--- config.mk ---
export PLATFORM = sky130hd
export DESIGN_NAME = ifns_encoder_iter_17
export DESIGN_NICKNAME = d
export VERILOG_FILES = /design/src/rtl/ifns_pkg.sv /design/src/rtl/ifns_enc_digit.sv /design/src/rtl/ifns_encoder_iter_17.sv
export SDC_FILE = /design/constraint.sdc
export NUM_CORES = 1
export LEC_CHECK = 0
export BUFFER_PORTS_ARGS = -buffer_cell sky130_fd_sc_hd__buf_4
export CAP_MARGIN = 15
export CORE_ASPECT_RATIO = 1.4
export CORE_UTILIZATION = 60
export DETAILED_ROUTE_END_ITERATION = 10
export PLACE_DENSITY = 0.8
export SYNTH_ARGS = -nofsm -noshare
export SYNTH_HDL_FRONTEND = slang
export SYNTH_HIERARCHICAL = 1
export SYNTH_SLANG_ARGS = --single-unit
--- constraint.sdc ---
create_clock -name clock -period 9.3 [get_ports clock]
set_input_delay 1.86 -clock clock [delete_from_list [all_inputs] [get_ports clock]]
set_output_delay 1.86 -clock clock [all_outputs]
set_load 0.05 [all_outputs]
--- src/rtl/ifns_pkg.sv ---
// ifns_pkg: shared widths, the Fibonacci weight table f1..f18 and the
// encoder FSM state enum used by the IFNS encoder slice.
package ifns_pkg;

  localparam int DATA_W = 12;
  localparam int CODE_W = 17;
  localparam int IDX_W  = 5;

  // Digit index loaded at the start of every word (most significant digit).
  localparam logic [IDX_W-1:0] K_START = 5'd17;

  typedef enum logic [1:0] {
    IDLE = 2'd0,
    RUN  = 2'd1,
    DONE = 2'd2
  } encState_t;

  // Weight of digit position idx; f1 = f2 = 1 and each later weight is the
  // sum of the two before it. Index 0 and anything past 18 carry no weight.
  function automatic logic [DATA_W-1:0] fibWeight(input logic [IDX_W-1:0] idx);
    logic [DATA_W-1:0] w;
    case (idx)
      5'd1:    w = 12'd1;
      5'd2:    w = 12'd1;
      5'd3:    w = 12'd2;
      5'd4:    w = 12'd3;
      5'd5:    w = 12'd5;
      5'd6:    w = 12'd8;
      5'd7:    w = 12'd13;
      5'd8:    w = 12'd21;
      5'd9:    w = 12'd34;
      5'd10:   w = 12'd55;
      5'd11:   w = 12'd89;
      5'd12:   w = 12'd144;
      5'd13:   w = 12'd233;
      5'd14:   w = 12'd377;
      5'd15:   w = 12'd610;
      5'd16:   w = 12'd987;
      5'd17:   w = 12'd1597;
      5'd18:   w = 12'd2584;
      default: w = '0;
    endcase
    return w;
  endfunction

endpackage

--- src/rtl/ifns_enc_digit.sv ---
// ifns_enc_digit: resolves one IFNS digit from the running remainder.
// A remainder that reaches the next weight up forces a 1, one below the
// own weight forces a 0, and the ambiguous band in between repeats the
// previous digit so runs of ones stay contiguous.
module ifns_enc_digit
  import ifns_pkg::*;
(
  input  logic [DATA_W-1:0] r_i,
  input  logic [DATA_W-1:0] fk_i,
  input  logic [DATA_W-1:0] fkNext_i,
  input  logic              p_i,
  output logic              d_o,
  output logic [DATA_W-1:0] r_o
);

  // Digit decision and the remainder left after subtracting its weight.
  always_comb begin
    d_o = 1'b0;
    r_o = r_i;
    if (r_i >= fkNext_i) begin
      d_o = 1'b1;
    end else if (r_i < fk_i) begin
      d_o = 1'b0;
    end else begin
      d_o = p_i;
    end
    if (d_o) begin
      r_o = r_i - fk_i;
    end
  end

endmodule

--- src/rtl/ifns_encoder_iter_17.sv ---
// ifns_encoder_iter_17: iterative 12-bit to 17-digit IFNS encoder with a
// valid/ready handshake on both sides. Digits are resolved from d17 down
// to d1, one per cycle by default. Defining IFNS_ENC_TWO_DIGIT_EN chains a
// second digit stage so pairs 17/16..3/2 resolve together and d1 alone.
module ifns_encoder_iter_17
  import ifns_pkg::*;
(
  input  logic              clock,
  input  logic              rst,
  input  logic              in_valid,
  output logic              in_ready,
  input  logic [DATA_W-1:0] datain,
  output logic              out_valid,
  input  logic              out_ready,
  output logic [CODE_W:1]   codeout
);

  encState_t         state_q;
  logic [DATA_W-1:0] remain_q;
  logic [IDX_W-1:0]  k_q;
  logic              prevDigit_q;
  logic [CODE_W:1]   code_q;
  logic              inReady_q;
  logic              outValid_q;

  logic [DATA_W-1:0] hiWeight;
  logic [DATA_W-1:0] hiWeightNext;
  logic              hiDigit;
  logic [DATA_W-1:0] hiRemain;

  assign hiWeight     = fibWeight(k_q);
  assign hiWeightNext = fibWeight(k_q + 5'd1);

  ifns_enc_digit uDigitHi (
    .r_i      (remain_q),
    .fk_i     (hiWeight),
    .fkNext_i (hiWeightNext),
    .p_i      (prevDigit_q),
    .d_o      (hiDigit),
    .r_o      (hiRemain)
  );

`ifdef IFNS_ENC_TWO_DIGIT_EN
  logic [IDX_W-1:0]  kLo;
  logic [DATA_W-1:0] loWeight;
  logic              loDigit;
  logic [DATA_W-1:0] loRemain;

  assign kLo      = k_q - 5'd1;
  assign loWeight = fibWeight(kLo);

  // The lower stage sees the upper digit as its predecessor, so a pair
  // yields exactly what two single-digit steps would.
  ifns_enc_digit uDigitLo (
    .r_i      (hiRemain),
    .fk_i     (loWeight),
    .fkNext_i (hiWeight),
    .p_i      (hiDigit),
    .d_o      (loDigit),
    .r_o      (loRemain)
  );
`endif

  // Handshake FSM and digit datapath; reset wins over every handshake.
  always_ff @(posedge clock) begin
    if (rst) begin
      state_q     <= IDLE;
      remain_q    <= '0;
      k_q         <= K_START;
      prevDigit_q <= 1'b0;
      code_q      <= '0;
      inReady_q   <= 1'b1;
      outValid_q  <= 1'b0;
    end else begin
      case (state_q)
        IDLE: begin
          if (in_valid) begin
            remain_q    <= datain;
            k_q         <= K_START;
            prevDigit_q <= 1'b0;
            code_q      <= '0;
            inReady_q   <= 1'b0;
            state_q     <= RUN;
          end
        end
        RUN: begin
`ifdef IFNS_ENC_TWO_DIGIT_EN
          if (k_q == 5'd1) begin
            code_q[1]   <= hiDigit;
            remain_q    <= hiRemain;
            prevDigit_q <= hiDigit;
            outValid_q  <= 1'b1;
            state_q     <= DONE;
          end else begin
            code_q[k_q] <= hiDigit;
            code_q[kLo] <= loDigit;
            remain_q    <= loRemain;
            prevDigit_q <= loDigit;
            k_q         <= k_q - 5'd2;
          end
`else
          code_q[k_q] <= hiDigit;
          remain_q    <= hiRemain;
          prevDigit_q <= hiDigit;
          if (k_q == 5'd1) begin
            outValid_q <= 1'b1;
            state_q    <= DONE;
          end else begin
            k_q <= k_q - 5'd1;
          end
`endif
        end
        DONE: begin
          if (out_ready) begin
            outValid_q <= 1'b0;
            inReady_q  <= 1'b1;
            state_q    <= IDLE;
          end
        end
        default: begin
          outValid_q <= 1'b0;
          inReady_q  <= 1'b1;
          state_q    <= IDLE;
        end
      endcase
    end
  end

  assign in_ready  = inReady_q;
  assign out_valid = outValid_q;
  assign codeout   = code_q;

endmodule

==> impl_metrics.toml <==
[clock_tree]
cts_tree = "built"
clk_pin_slew_ns = 0.10
cts_buffers = 5
cts_resized = 0
post-cts-setup-buffers = 0
cts_hold_buf = 0
clkLatencyLatePin_ns = 0.32
clock_path_buffers = 2
h-tree-depth = 2
clockRootBuffer = "clkbuf_8"
clkSinkCount = 51

[global_routing]
grt_max_degree = 39
antenna_found_initial = 0
grt_use_total_pct = 28.9
grt_pass1_vias = 3556
grt_pass1_wl_um = 16100
overflow = 0

[setup_path]
ff2ff_setup_slack_ns = 4.26
reg2reg_from = "k_q[1]"
critPathKind = "reg -> reg"
cp.required_ns = 9.49
rr_worst_depth = 17
worstPathArrival_ns = 5.23
crit_path_end_kind = "flop"
cp_max_fo = 18
rr_endpoint = "codeout[12]"
critPathLaunchType = "flop"

[synth]
syn_area_per_cell_um2 = 7.78
ys.flop_type = "dfxtp_1"
syn_area_um2 = 3870
yosysWarnings = 6
async_reset_ff_share_pct = 0
synth_cell_types = 68
postSynthCellCount = 497
synth_top_area_share_pct = 26.4
ys_ff_latch = 51
synth.yosys.seq_area_share_pct = 26.4
synth-edff-count = 0
synth_top_area_cell = "dfxtp_1"
syn-num-nets = 552
synthTopCellsByArea = "dfxtp_1 26%, ha_1 12%, nand2_1 6.0%, a21oi_1 5.0%, inv_1 4.1%"

[pwr]
leakage_nw = 1.83
ir_drop_mv = 0.0977
p_per_area_nw_per_um2 = 141

[floorplanning]
die_h_um = 97.0
fp.dieW_um = 69.8
core_area_um2 = 6210
initial_core_util_pct = 62.2
boundaryPins = 35
placementRows = 34
die-area_um2 = 6770

[layout]
stdcell_area_um2 = 4200
drive_gt1_share_pct = 14.5
final_common_cell = "nand2_1"
diodes = 0
layout_common_cells = "62 x nand2_1, 51 x dfxtp_1, 42 x inv_1, 42 x nor2_1, 39 x a21oi_1"
nNetsFinal = 566
syn_to_final_growth_pct = 8.61
final_util_pct = 67.6

[min_path]
min_from = "codeout[1]"
hold_depth = 2
min_to = "codeout[1]"
min_path_type = "reg -> reg"

[routing]
drt_iter0_drc = 242
routed_via_density = 6.32
routedWlPerCell_um = 17.1
drc = 0
num_vias = 3691
first_pass_iters = 5
wirelength_um = 9960
antenna_violating_nets_post_route = 0

[outcome]
status = "complete, no violations"

[sta]
setup_viol = 0
min_period_ns = 5.04
finalHoldViolCount = 0
rsz0062_at_grt = "no"
fin_crit_sh_pct = 54.2
worst-slew-pin-transition_ns = 1.16
drv_slew = 0
fin_setup_tns_ns = 0
maxSlewHeadroom_pct = 22.4
timing.fmax_ghz = 0.198
skew_ns = 0.00913

[place]
gp_congestion = 0.978
hpwl_um = 7180
port_buffers = 34
dpl_cell_area_um2 = 4080

[job]
cap_viol_max_count = 0
==> routing by layer <==
metal / GRT usage (%) / part of all wire [%] / wire, um
met5: 0 / 0 / 0
met4: 16.6 / 4.0 / 395
met3: 3.54 / 4.5 / 450
met2: 50.1 / 51 / 5060
met1: 33.6 / 41 / 4060
==> critical path: stages, from the launching register on <==
cell and delay, ns:
dfxtp_1 0.49, ha_1 0.43, nand3_1 0.19, xnor2_1 0.41
nor2_1 0.19, o21a_1 0.22, a21oi_1 0.12, o22ai_1 0.09
inv_1 0.07, ha_1 0.23, a21oi_1 0.15, nor2_1 0.07
a211oi_1 0.21, a21oi_1 0.11, a211oi_2 0.95, inv_1 0.63
nand4_1 0.26, a21oi_1 0.09
==> logic make-up after synthesis <==
group                      synth area share [%]
muxes                                      4.24
DFF                                        26.4
adders and majority gates                  12.8
buffers and inverters                      8.35
xor gates and xnor gates                   3.40
AOI/OAI and AO/OA                          22.5
and+or+nand+nor                            22.3
==> Yosys cell counts, types with 2 or more instances <==
library cell and instances:
a211oi_2 2, a31oi_1 6, ha_1 38, nand2_1 62, clkbuf_1 16, o21bai_1 2, inv_1 42, nand2b_1 6
xnor2_1 12, o21ai_0 16, dfxtp_1 51, nor3_1 10, o21a_1 3, a211oi_1 5, a31o_2 2, a21oi_1 39
mux2_2 10, a21o_1 2, or3_1 3, o211ai_1 14, nor3b_1 3, buf_6 4, o311ai_0 4, buf_1 3
o22ai_1 6, o21ai_1 2, nand3_1 13, nor2_1 42, buf_2 2, inv_2 2, and2_1 2, a311oi_1 12
nand4_1 19, xor2_1 3, mux2i_1 4, clkbuf_2 3
==> stage by stage <==
step | worst slack [ns] | hold slack (ns) | instances | total power, mW
after floorplan | 5.52 | 0.458 | 497 | 0.382
after global placement | 4.54 | 0.463 | 576 | 0.415
after detailed placement | 4.33 | 0.462 | 576 | 0.420
after CTS | 4.30 | 0.477 | 584 | 0.588
after global routing | 3.88 | 0.512 | 584 | 0.617
final | 4.26 | 0.480 | 584 | 0.592
==> registers in the layout (all words and copies together) (netlist names) <==
register     cells
codeout         17
hiWeight        12
in_ready         1
k_q              5
out_valid        1
prevDigit_q      1
remain_q        12
state_q          2
==> final cells by class <==
| type | count | area, um2 |
|---|---|---|
| multi-input cells | 372 | 2520 |
| fillers | 534 | 2010 |
| flip-flops and latches | 51 | 1020 |
| repair buffers | 36 | 270 |
| inverters | 45 | 174 |
| well taps | 72 | 90.1 |
| clock buffers | 6 | 82.6 |
| clock inverters | 2 | 38.8 |
==> worst max-delay path by stage <==
stage / from / to / cells after the start
detailed placement: k_q[1] / codeout[12] / 17
global placement: k_q[1] / codeout[11] / 17
global route: k_q[1] / codeout[11] / 17
CTS: k_q[1] / codeout[12] / 17
floorplan: in_valid / hiWeight[0] / 9
finish: k_q[1] / codeout[12] / 17
==> power by group <==
part | internal [mW] | leakage (nW) | switching [mW]
Sequential | 0.231 | 0.416 | 0.0131
Combinational | 0.0722 | 1.35 | 0.103
Clock | 0.0887 | 0.0618 | 0.0837
No activity file was read; power rests on OpenSTA's default activity.
